File: config.mk
export PLATFORM = sky130hd
export DESIGN_NAME = conv_tap_sequencer
export DESIGN_NICKNAME = d
export VERILOG_FILES = /design/src/rtl/lenet_ctrl_pkg.sv /design/src/rtl/conv_marker_line.sv /design/src/rtl/conv_tap_sequencer.sv
export SDC_FILE = /design/constraint.sdc
export NUM_CORES = 1
export LEC_CHECK = 0
export BUFFER_PORTS_ARGS = -buffer_cell sky130_fd_sc_hd__buf_2
export CORE_MARGIN = 2
export CORE_UTILIZATION = 37
export DETAILED_ROUTE_END_ITERATION = 10
export RECOVER_POWER = 50
export SLEW_MARGIN = 0
export SYNTH_ARGS = -nofsm -noshare
export SYNTH_HDL_FRONTEND = slang
export SYNTH_SLANG_ARGS = --single-unit
File: constraint.sdc
create_clock -name clk -period 2.74 [get_ports clk]
set_input_delay 0.274 -clock clk [delete_from_list [all_inputs] [get_ports clk]]
set_output_delay 0.274 -clock clk [all_outputs]
set_load 0.05 [all_outputs]
File: src/rtl/lenet_ctrl_pkg.sv
// Shared control types for the LeNet5 conv sequencer: FSM state, marker record,
// default geometry.
package lenet_ctrl_pkg;

  localparam int LENET_IMG_W  = 32;
  localparam int LENET_K      = 5;
  localparam int MARK_COORD_W = 16;

  typedef enum logic [1:0] {IDLE, RUN, DRAIN, DONE} seq_state_e;

  typedef struct packed {
    logic                    valid;
    logic                    first;
    logic                    last;
    logic [MARK_COORD_W-1:0] ox;
    logic [MARK_COORD_W-1:0] oy;
  } marker_t;

  function automatic int clog2_min1(input int n);
    return (n > 1) ? $clog2(n) : 1;
  endfunction

endpackage

File: src/rtl/conv_marker_line.sv
// DEPTH-stage shift line for tap markers; every stage holds while en is low.
module conv_marker_line
  import lenet_ctrl_pkg::*;
#(
  parameter int DEPTH = 3
) (
  input  logic    clk,
  input  logic    reset,
  input  logic    en,
  input  marker_t d,
  output marker_t q
);

  marker_t stage_q [DEPTH];

  always_ff @(posedge clk or posedge reset) begin
    if (reset) begin
      for (int i = 0; i < DEPTH; i++) stage_q[i] <= '0;
    end else if (en) begin
      stage_q[0] <= d;
      for (int i = 1; i < DEPTH; i++) stage_q[i] <= stage_q[i-1];
    end
  end

  assign q = stage_q[DEPTH-1];

endmodule

File: src/rtl/conv_tap_sequencer.sv
// KxK stride-1 kernel walker for the conv MAC datapath with latency-matched
// accumulator markers. Optional CONV_SEQ_PERF_CNT_EN adds busy/stall counters.
module conv_tap_sequencer
  import lenet_ctrl_pkg::*;
#(
  parameter int IMG_W    = LENET_IMG_W,
  parameter int IMG_H    = LENET_IMG_W,
  parameter int K        = LENET_K,
  parameter int PIPE_LAT = 3,
  parameter int ADDR_W   = $clog2(IMG_W*IMG_H),
  parameter int WADDR_W  = $clog2(K*K)
) (
  input  logic                             clk,
  input  logic                             reset,
  input  logic                             start,
  input  logic                             stall,
  output logic                             busy,
  output logic                             done,
  output logic [ADDR_W-1:0]                in_addr,
  output logic [WADDR_W-1:0]               w_addr,
  output logic                             tap_valid,
  output logic                             acc_en,
  output logic                             acc_clr,
  output logic                             out_valid,
  output logic [$clog2(IMG_H-K+1)-1:0]     out_row,
  output logic [$clog2(IMG_W-K+1)-1:0]     out_col
`ifdef CONV_SEQ_PERF_CNT_EN
  ,
  output logic [31:0]                      perf_cycles,
  output logic [31:0]                      perf_stalls
`endif
);

  localparam int OW    = IMG_W - K + 1;
  localparam int OH    = IMG_H - K + 1;
  localparam int KW    = clog2_min1(K);
  localparam int OXW   = clog2_min1(OW);
  localparam int OYW   = clog2_min1(OH);
  localparam int DW    = clog2_min1(PIPE_LAT + 1);
  localparam int ROW_W = $clog2(OH);
  localparam int COL_W = $clog2(OW);

  localparam logic [KW-1:0]  K_MAX     = KW'(K - 1);
  localparam logic [OXW-1:0] OX_MAX    = OXW'(OW - 1);
  localparam logic [OYW-1:0] OY_MAX    = OYW'(OH - 1);
  localparam logic [DW-1:0]  DRAIN_MAX = DW'(PIPE_LAT);

  seq_state_e     state_q, state_d;
  logic [KW-1:0]  kx_q, kx_d, ky_q, ky_d;
  logic [OXW-1:0] ox_q, ox_d;
  logic [OYW-1:0] oy_q, oy_d;
  logic [DW-1:0]  drain_q, drain_d;

  always_ff @(posedge clk or posedge reset) begin
    if (reset) begin
      state_q <= IDLE;
      kx_q    <= '0;
      ky_q    <= '0;
      ox_q    <= '0;
      oy_q    <= '0;
      drain_q <= '0;
    end else begin
      state_q <= state_d;
      kx_q    <= kx_d;
      ky_q    <= ky_d;
      ox_q    <= ox_d;
      oy_q    <= oy_d;
      drain_q <= drain_d;
    end
  end

  // kx innermost, then ky, ox, oy; the final wrap returns every counter to 0.
  always_comb begin
    state_d = state_q;
    kx_d    = kx_q;
    ky_d    = ky_q;
    ox_d    = ox_q;
    oy_d    = oy_q;
    drain_d = drain_q;
    case (state_q)
      IDLE: if (start) state_d = RUN;
      RUN: if (!stall) begin
        if (kx_q != K_MAX) kx_d = kx_q + 1'b1;
        else begin
          kx_d = '0;
          if (ky_q != K_MAX) ky_d = ky_q + 1'b1;
          else begin
            ky_d = '0;
            if (ox_q != OX_MAX) ox_d = ox_q + 1'b1;
            else begin
              ox_d = '0;
              if (oy_q != OY_MAX) oy_d = oy_q + 1'b1;
              else begin
                oy_d    = '0;
                drain_d = '0;
                state_d = DRAIN;
              end
            end
          end
        end
      end
      DRAIN: if (!stall) begin
        if (drain_q == DRAIN_MAX) state_d = DONE;
        else drain_d = drain_q + 1'b1;
      end
      DONE:    state_d = IDLE;
      default: state_d = IDLE;
    endcase
  end

  assign busy      = (state_q != IDLE);
  assign done      = (state_q == DONE);
  assign tap_valid = (state_q == RUN) && !stall;
  assign in_addr   = ADDR_W'((32'(oy_q) + 32'(ky_q)) * IMG_W + 32'(ox_q) + 32'(kx_q));
  assign w_addr    = WADDR_W'(32'(ky_q) * K + 32'(kx_q));

  marker_t mark_in, tail;

  always_comb begin
    mark_in       = '0;
    mark_in.valid = tap_valid;
    mark_in.first = (kx_q == '0) && (ky_q == '0);
    mark_in.last  = (kx_q == K_MAX) && (ky_q == K_MAX);
    mark_in.ox    = MARK_COORD_W'(ox_q);
    mark_in.oy    = MARK_COORD_W'(oy_q);
  end

  conv_marker_line #(.DEPTH(PIPE_LAT)) u_line (
    .clk   (clk),
    .reset (reset),
    .en    (!stall),
    .d     (mark_in),
    .q     (tail)
  );

  assign acc_en  = tail.valid && !stall;
  assign acc_clr = tail.first && acc_en;

  logic             out_valid_q;
  logic [ROW_W-1:0] out_row_q;
  logic [COL_W-1:0] out_col_q;

  always_ff @(posedge clk or posedge reset) begin
    if (reset) begin
      out_valid_q <= 1'b0;
      out_row_q   <= '0;
      out_col_q   <= '0;
    end else begin
      out_valid_q <= tail.last && acc_en;
      if (tail.last && acc_en) begin
        out_row_q <= tail.oy[ROW_W-1:0];
        out_col_q <= tail.ox[COL_W-1:0];
      end
    end
  end

  assign out_valid = out_valid_q;
  assign out_row   = out_row_q;
  assign out_col   = out_col_q;

  // Coordinate fields are wider than the output ports.
  logic unused_tail_hi;
  assign unused_tail_hi = ^{tail.ox, tail.oy};

`ifdef CONV_SEQ_PERF_CNT_EN
  logic [31:0] perf_cycles_q, perf_stalls_q;

  // The accept cycle is counted so the total spans start through done.
  always_ff @(posedge clk or posedge reset) begin
    if (reset) begin
      perf_cycles_q <= '0;
      perf_stalls_q <= '0;
    end else if (state_q == IDLE && start) begin
      perf_cycles_q <= 32'd1;
      perf_stalls_q <= '0;
    end else if (busy) begin
      if (perf_cycles_q != '1) perf_cycles_q <= perf_cycles_q + 1'b1;
      if (stall && perf_stalls_q != '1) perf_stalls_q <= perf_stalls_q + 1'b1;
    end
  end

  assign perf_cycles = perf_cycles_q;
  assign perf_stalls = perf_stalls_q;
`endif

endmodule
* Word level (Yosys, flattened, before mapping)
Index checks and enable logic that the tools add are counted.
** Storage, ports and cells
- Register bits after elaboration :: 70
- Bits of input ports :: 4
- Output and inout bits :: 31
- Word-level logic and storage cells :: 96
** Cells by class
- Add/subtract/negate cells :: 9
- $mul :: 1
- Equal/unequal tests :: 19
- Muxes and demuxes :: 21
- Bitwise gates (word level) :: 4
- Reductions and logical operators :: 18
** Operators by type and width (number)
- two-way mux 2 bit :: 15
- != test 2 bit, second input constant :: 9
- AND reduction 8 bit :: 2
- adder 10 x 3 -> 10 bit :: 1
- adder 10 x 5 -> 10 bit :: 1
- adder 5 x 1 -> 5 bit, second input constant :: 2
- adder 5 x 3 -> 5 bit :: 2
- two-way mux 5 bit :: 2
- != test 5 bit, second input constant :: 2
- case mux 2 bit (4 select lines) :: 1
- adder 3 x 1 -> 3 bit, second input constant :: 2
- == test 2 bit, second input constant :: 3
- == test 3 bit, second input constant :: 2
- logical AND 1 bit :: 6
- zero test 3 bit :: 2
- two-way mux 3 bit :: 2
- != test 3 bit, second input constant :: 2
- multiplier 3 x 3 -> 5 bit, second input constant :: 1
- AND reduction 5 bit :: 1
- NOT 1 bit :: 4
- case mux 2 bit (2 select lines) :: 1
- AND reduction 4 bit :: 1
- nonzero test 2 bit :: 2
- AND reduction 3 bit :: 1
- other kinds (5) :: 5

* Longest topological paths before layout
Gate-level depths: netlist (run 1).
- Depth after elaboration :: 7
- Mapped depth :: 8
- Depth with buffers taken out :: 7

* Cells and area by module
A second synthesis (run 1) with hierarchy kept.
** Unflattened totals
- Cells, all modules :: 457
- Area, all modules :: 6510.0 µm²
** Modules (own cells, without submodules)
- conv_marker_line :: times used 1, cells an instance 258, area an instance 4415.5 µm², sequential area each 2627.5 µm²
- conv_tap_sequencer :: times used 1, cells an instance 199, area an instance 2094.5 µm², sequential area each 775.7 µm²

* Least setup slack after synthesis (run 1)
No wires, ideal clock.
- Path kind :: reg-to-output
- From :: reg ky_q[0]
- To :: out in_addr[8]
- Arrival time :: 2.528 ns
- Data required time :: 2.466 ns
- Setup slack :: -0.062 ns
- Cell stages (with the launch flop) :: 7
- Buffers on the path :: 0
- Cells stage by stage :: dfrtp_1 > ha_1 > fa_1 > nand4_1 > or2_2 > nand2b_1 > xnor2_1
** On the way
- Longest elaborated chain between the ends :: 3
** Ends and longest elaborated chain
- start: declaration :: line conv_tap_sequencer.sv:49 : logic [KW-1:0] kx_q, kx_d, ky_q, ky_d;
- start signal: assignment :: line conv_tap_sequencer.sv:65 : ky_q <= ky_d;
- adder 5 x 3 -> 5 bit :: line conv_tap_sequencer.sv:114 : assign in_addr = ADDR_W'((32'(oy_q) + 32'(ky_q)) * IMG_W + 32'(ox_q) + 32'(kx_q));
- adder 10 x 5 -> 10 bit :: line conv_tap_sequencer.sv:114
- adder 10 x 3 -> 10 bit :: line conv_tap_sequencer.sv:114
- end: declaration :: line conv_tap_sequencer.sv:19 : output logic [ADDR_W-1:0] in_addr,
Every way passes these cells.

* Final worst setup path (run 1)
- From :: reg ky_q[0]
- To :: out in_addr[9]
Same word-level chain as after synthesis.

==> results of run 1 <==
==> worst max-delay path, delay by kind of cell (launching register included) <==
kind | cells | cell delay [ns]
xor+xnor | 1 | 0.15
fa+ha+maj | 2 | 0.76
buf+inv | 1 | 0.22
flops | 1 | 0.40
simple gates | 3 | 0.55
==> stage by stage <==
| step | hold WS (ns) | instance area, µm² |
|---|---|---|
| 2_1_floorplan | 0.443 | 3520 |
| 3_3_place_gp | 0.382 | 3840 |
| 3_5_place_dp | 0.389 | 3840 |
| 4_1_cts | 0.0132 | 4060 |
| 5_1_grt | 0.438 | 4100 |
| 6_report | 0.406 | 4100 |
==> logic make-up after synthesis <==
kind of cell,Yosys count,synth area share
flip-flops,70,0.499
XOR/XNOR,14,0.0349
multiplexers,51,0.164
buffers and inverters,27,0.0349
adder cells (fa/ha/maj),29,0.110
AO/OA/AOI/OAI,34,0.0592
AND/OR/NAND/NOR,65,0.0977
==> power by group through the flow <==
stage / Clock [mW] / Sequential, mW / Combinational (mW)
final: 0.766 / 1.27 / 1.45
after global routing: 0.839 / 1.29 / 1.60
after CTS: 0.792 / 1.27 / 1.46
after detailed placement: 0 / 1.29 / 1.44
after global placement: 0 / 1.28 / 1.42
after floorplan: 0 / 1.27 / 1.17
==> cell usage after synthesis, drive strengths merged <==
cell     n
buf      8
o31ai    1
and3     1
a22o     1
and4b    2
inv     18
nor2b    4
nand2   20
nor4     2
a221o    1
a21o     5
xor2     4
dfrtp   70
a31oi    1
fa       3
o22ai    1
nand3    8
nor2    12
a21oi    9
nand4b   1
xnor2   10
and4     1
a211oi   1
mux2    50
o32a     1
mux2i    1
or2      1
o41ai    1
nand4    5
nand2b   3
and2     1
clkbuf   1
ha      26
nor3     4
o21ai   12
==> what timing repair did <==
action | 4_1_cts | 5_1_grt
buffers inserted | 1 | 2
gates cloned | 0 | 0
pin swaps | 0 | 3
gates resized for setup | 8 | 6
endpoints found under the setup margin | 3 | 3
==> worst paths after layout <==
path,depth (start not counted),start,to
max reg2reg,6,kx_q[1],state_q[1]
min,3,start,state_q[0]
max,7,ky_q[0],in_addr[9]
min reg2reg,2,u_line.stage_q[73],u_line.stage_q[73]
min in group asynchronous,3,reset,out_row[4]
max in group asynchronous,3,reset,ky_q[2]
==> state kept, by name, indices dropped and copies added (netlist names) <==
signal,flops
u_line.q,13
out_valid,1
out_row,5
ox_q,5
oy_q,5
ky_q,3
kx_q,3
out_col,5
drain_q,2
state_q,2
u_line.stage_q,26
==> routing by layer <==
layer	vias to the layer above	part of all wire
met5	-	0
met4	0	0.019
met3	9	0.032
met2	40	0.46
met1	1128	0.49
li1	1099	-
==> layout make-up <==
class	instances	area share
clock buffers	11	0.0370
clock inverters	5	0.00794
inverters	18	0.0165
multi-input cells	193	0.416
flip-flops and latches	70	0.428
well taps	129	0.0394
repair buffers	41	0.0556
==> impl_metrics.env, run 1 <==
export IMPL_status="complete, but fails checks"
export IMPL_failed_checks="capacitance limit, slew limit"
export IMPL_regArea_um2=1750
export IMPL_antenna_found_initial=0
export IMPL_p_sw_mw=1.49
export IMPL_crit_fanout=2
export IMPL_drt_iter0_drc=69
export IMPL_cts_root_buf="clkbuf_8"
export IMPL_hold_buffers=0
export IMPL_irDropWorstVdd_mv=0.875
export IMPL_ys_types=42
export IMPL_critPathArrivalTime_ns=2.41
export IMPL_comb_power_share=0.417
export IMPL_final_common_cell="dfrtp_1"
export IMPL_grt_pass1_wl_um=10800
export IMPL_dr_pass1_iters=4
export IMPL_swShare=0.428
export IMPL_multi_input_area_um2=1700
export IMPL_io_pins=35
export IMPL_seq_power_share=0.364
export IMPL_start_util=0.380
export IMPL_core_um2=9240
export IMPL_drt_total_wl_um=6310
export IMPL_mostFrequentLayoutCells="dfrtp_1 (70), mux2_2 (48), buf_2 (28), ha_1 (23), nand2_1 (20)"
export IMPL_yosysTopAreaCell="dfrtp_1"
export IMPL_dieArea_um2=10300
export IMPL_diodes=0
export IMPL_final_hold_viol_count=0
export IMPL_via_per_inst=4.87
export IMPL_worst_skew_pair_late_latency_ns=0.34
export IMPL_die_w_um=101
export IMPL_p_int_mw=2.00
export IMPL_synthesis_area_um2=3510
export IMPL_htree_levels=3
export IMPL_setup_ws_ns=0.0572
export IMPL_period_minus_slack_ns=2.68
export IMPL_grt_usage=0.135
export IMPL_ys_ff_latch=70
export IMPL_setup_viol=0
export IMPL_nets=366
export IMPL_final_cells=467
export IMPL_power_density_nw_per_um2=852
export IMPL_syn_to_final_growth_pct=16.7
export IMPL_synthTopCellsByArea="dfrtp_1 (50%), mux2_2 (15%), ha_1 (9.3%), xnor2_1 (2.5%), nand2_1 (2.1%)"
export IMPL_post_place_ws_ns=0.194
export IMPL_fillCellCount=894
export IMPL_clkPwrFrac=0.220
export IMPL_path_cells="ha_2, fa_1, nand4_1, or2_4, nor4_4, xnor2_1, buf_4"
export IMPL_cp_start_kind="flop"
export IMPL_endpoint_kind="output port"
export IMPL_drv_cap=2
export IMPL_portBuffers=34
export IMPL_grt_start_max_net_pins=71
export IMPL_power_total_mw=3.49
export IMPL_required_ns=2.47
export IMPL_cp_slowest_stage_delay_ns=0.55
export IMPL_dp_hpwl_um=4460
export IMPL_fp_row_count=35
export IMPL_cp_slowest_cell="fa_1"
export IMPL_postRouteAntennaNets=0
export IMPL_grt_busiest_layer="met1"
export IMPL_syn_avg_cell_area_um2=12.1
export IMPL_slew_violations=107
export IMPL_leakage_nw=2.10
export IMPL_globalRouteMet3Util=0.0228
export IMPL_cts_buffers=9
export IMPL_drive_gt1_frac=0.343
export IMPL_min_path_type="primary input to flop"
export IMPL_rrSetupSlack_ns=0.66
export IMPL_finalSetupTns_ns=0
export IMPL_gp_congestion=0.857
export IMPL_utilization=0.443
export IMPL_worstMarginPinSlew_ns=1.69
export IMPL_die_h_um=101
export IMPL_cts_tree="built"
export IMPL_ys_warn_count=0
export IMPL_cts_sinks=70
export IMPL_max_freq_mhz=373
export IMPL_dp_cells=448
export IMPL_synth_top_cell_area_share=0.499
export IMPL_num_vias=2276
export IMPL_synthCells=290
export IMPL_cts_max_path_buffers=2
export IMPL_met1_usage=0.199
export IMPL_synth_nets=323
export IMPL_wire_per_inst_um=13.5
export IMPL_relSlewSlack=-0.124
export IMPL_grt_overflow=0
export IMPL_use_met2=0.191
export IMPL_min_period_over_period=0.979
export IMPL_drcViolationCount=0
export IMPL_critPathKind="flop to output port"
export IMPL_grt_pass1_vias=2191
export IMPL_synth_seq_area_share=0.499
export IMPL_rsz0062_at_grt="true"
export IMPL_clkTransAtPathRegs_ns=0.07
export IMPL_finClkSkew_ns=0.00805
Power figures use the tool's default switching activity.
==> run 2: changes to the inputs <==
Settings changed: CTS_BUF_LIST from default to sky130_fd_sc_hd__clkbuf_16.
==> impl_metrics.env, run 2 (same netlist as run 1, synthesis figures left out) <==
export IMPL_core_um2=9240
export IMPL_postRouteAntennaNets=0
export IMPL_setup_viol=0
export IMPL_utilization=0.449
export IMPL_slew_violations=71
export IMPL_min_period_over_period=0.974
export IMPL_die_w_um=101
export IMPL_syn_to_final_growth_pct=18.3
export IMPL_leakage_nw=2.12
export IMPL_gp_congestion=0.857
export IMPL_htree_levels=3
export IMPL_period_minus_slack_ns=2.67
export IMPL_rsz0062_at_grt="true"
export IMPL_largest_register_ffs=26
export IMPL_portBuffers=34
export IMPL_final_common_cell="dfrtp_1"
export IMPL_final_cells=465
export IMPL_wire_per_inst_um=13.7
export IMPL_status="complete, but fails checks"
export IMPL_path_cells="ha_2, fa_1, nand4_1, or2_4, nor4_4, xnor2_1, buf_4"
export IMPL_dp_hpwl_um=4460
export IMPL_failed_checks="capacitance limit, slew limit"
export IMPL_cts_tree="built"
export IMPL_min_path_type="primary input to flop"
export IMPL_grt_usage=0.139
export IMPL_irDropWorstVdd_mv=0.922
export IMPL_drt_total_wl_um=6360
export IMPL_cp_slowest_stage_delay_ns=0.55
export IMPL_die_h_um=101
export IMPL_drv_cap=1
export IMPL_crit_fanout=2
export IMPL_critPathArrivalTime_ns=2.39
export IMPL_drive_gt1_frac=0.330
export IMPL_critPathBufInv=1
export IMPL_dp_cells=448
export IMPL_cts_buffers=9
export IMPL_worst_skew_pair_late_latency_ns=0.34
export IMPL_start_util=0.380
export IMPL_grt_pass1_wl_um=11000
export IMPL_drt_iter0_drc=74
export IMPL_cts_root_buf="clkbuf_16"
export IMPL_crit_family="adder cells"
export IMPL_required_ns=2.47
export IMPL_cp_start_kind="flop"
export IMPL_endpoint_kind="output port"
export IMPL_final_hold_viol_count=0
export IMPL_cp_slowest_cell="fa_1"
export IMPL_via_per_inst=4.92
export IMPL_relSlewSlack=-0.118
export IMPL_cts_sinks=70
export IMPL_dr_pass1_iters=4
export IMPL_fillCellCount=884
export IMPL_io_pins=35
export IMPL_largest_register="u_line.stage_q"
export IMPL_mostFrequentLayoutCells="dfrtp_1 (70), mux2_2 (48), buf_2 (28), ha_1 (23), nand2_1 (20)"
export IMPL_critPathKind="flop to output port"
export IMPL_grt_start_max_net_pins=71
export IMPL_fp_row_count=35
export IMPL_num_vias=2286
export IMPL_finClkSkew_ns=0.00743
export IMPL_diodes=0
export IMPL_cts_max_path_buffers=2
export IMPL_antenna_found_initial=0
export IMPL_nets=364
export IMPL_grt_overflow=0
export IMPL_power_density_nw_per_um2=905
export IMPL_dieArea_um2=10300
export IMPL_drcViolationCount=0
export IMPL_worstMarginPinSlew_ns=1.68
export IMPL_grt_pass1_vias=2217
export IMPL_max_freq_mhz=375
export IMPL_clkTransAtPathRegs_ns=0.06
## run 2: changes by cell type in the layout (fill, tap and decap cells not counted)
cell / previous run / this run
buf_4: 7 / 5
clkbuf_2: 1 / 2
clkbuf_4: 1 / 0
clkbuf_16: 0 / 9
nand2b_4: 1 / 0
clkbuf_8: 11 / 0
nand2b_1: 2 / 3
clkinv_1: 0 / 2
## run 2: timing repair
| item | 4_1_cts | 5_1_grt |
|---|---|---|
| setup buffers | 1 | 0 |
| hold buffers | 0 | 0 |
| pin swaps | 0 | 3 |
| resized for setup | 7 | 5 |
| setup endpoints to repair | 3 | 3 |
| gates cloned | 0 | 0 |
## run 2: tightest hold or removal path: cells and delay by family
kind            cells  cell delay [ns]
compound gates      1             0.18
simple gates        1             0.17
buf+inv             1             0.10
## run 2: power by group
part	internal [mW]	switching [mW]
Combinational	0.462	0.985
Sequential	1.16	0.115
Clock	0.605	0.436
## run 2: worst paths after layout
| check | startpoint | endpoint | slack, ns | depth (start not counted) |
|---|---|---|---|---|
| worst min-delay path | start | state_q[0] | 0.41 | 3 |
| worst max-delay path | ky_q[0] | in_addr[9] | 0.07 | 7 |
| worst min register to register | u_line.stage_q[73] | u_line.stage_q[73] | 0.48 | 2 |
| worst max register to register | kx_q[1] | state_q[1] | 0.67 | 6 |
| min in group asynchronous | reset | out_row[4] | 0.51 | 3 |
| max in group asynchronous | reset | ky_q[2] | 1.22 | 3 |
## run 2: layout make-up
cell class | instances | area [µm²] | area share
Clock buffer | 9 | 225 | 0.0542
Clock inverter | 7 | 40.0 | 0.00964
Inverter | 18 | 67.6 | 0.0163
Multi-Input combinational cell | 193 | 1700 | 0.408
Sequential cell | 70 | 1750 | 0.422
Tap cell | 129 | 161 | 0.0389
Timing Repair Buffer | 39 | 210 | 0.0506
## run 2: metal layers
layer	vias to the layer above	GRT usage	wire, µm
met1	1138	0.200	3110
met5	-	0	0
met3	13	0.0269	205
met2	38	0.196	2930
li1	1097	-	-
met4	0	0.0821	112
## run 2: metrics by stage
step | TNS, ns | power (mW) | setup slack, ns | hold WS, ns | instance area [µm²]
after floorplan | 0 | 2.44 | 0.127 | 0.443 | 3520
after global placement | 0 | 2.70 | 0.221 | 0.382 | 3840
after detailed placement | 0 | 2.72 | 0.194 | 0.389 | 3840
after CTS | 0 | 3.80 | 0.0421 | 0.0309 | 4140
after global routing | -0.0243 | 4.00 | -0.0243 | 0.455 | 4150
final | 0 | 3.76 | 0.0711 | 0.414 | 4150
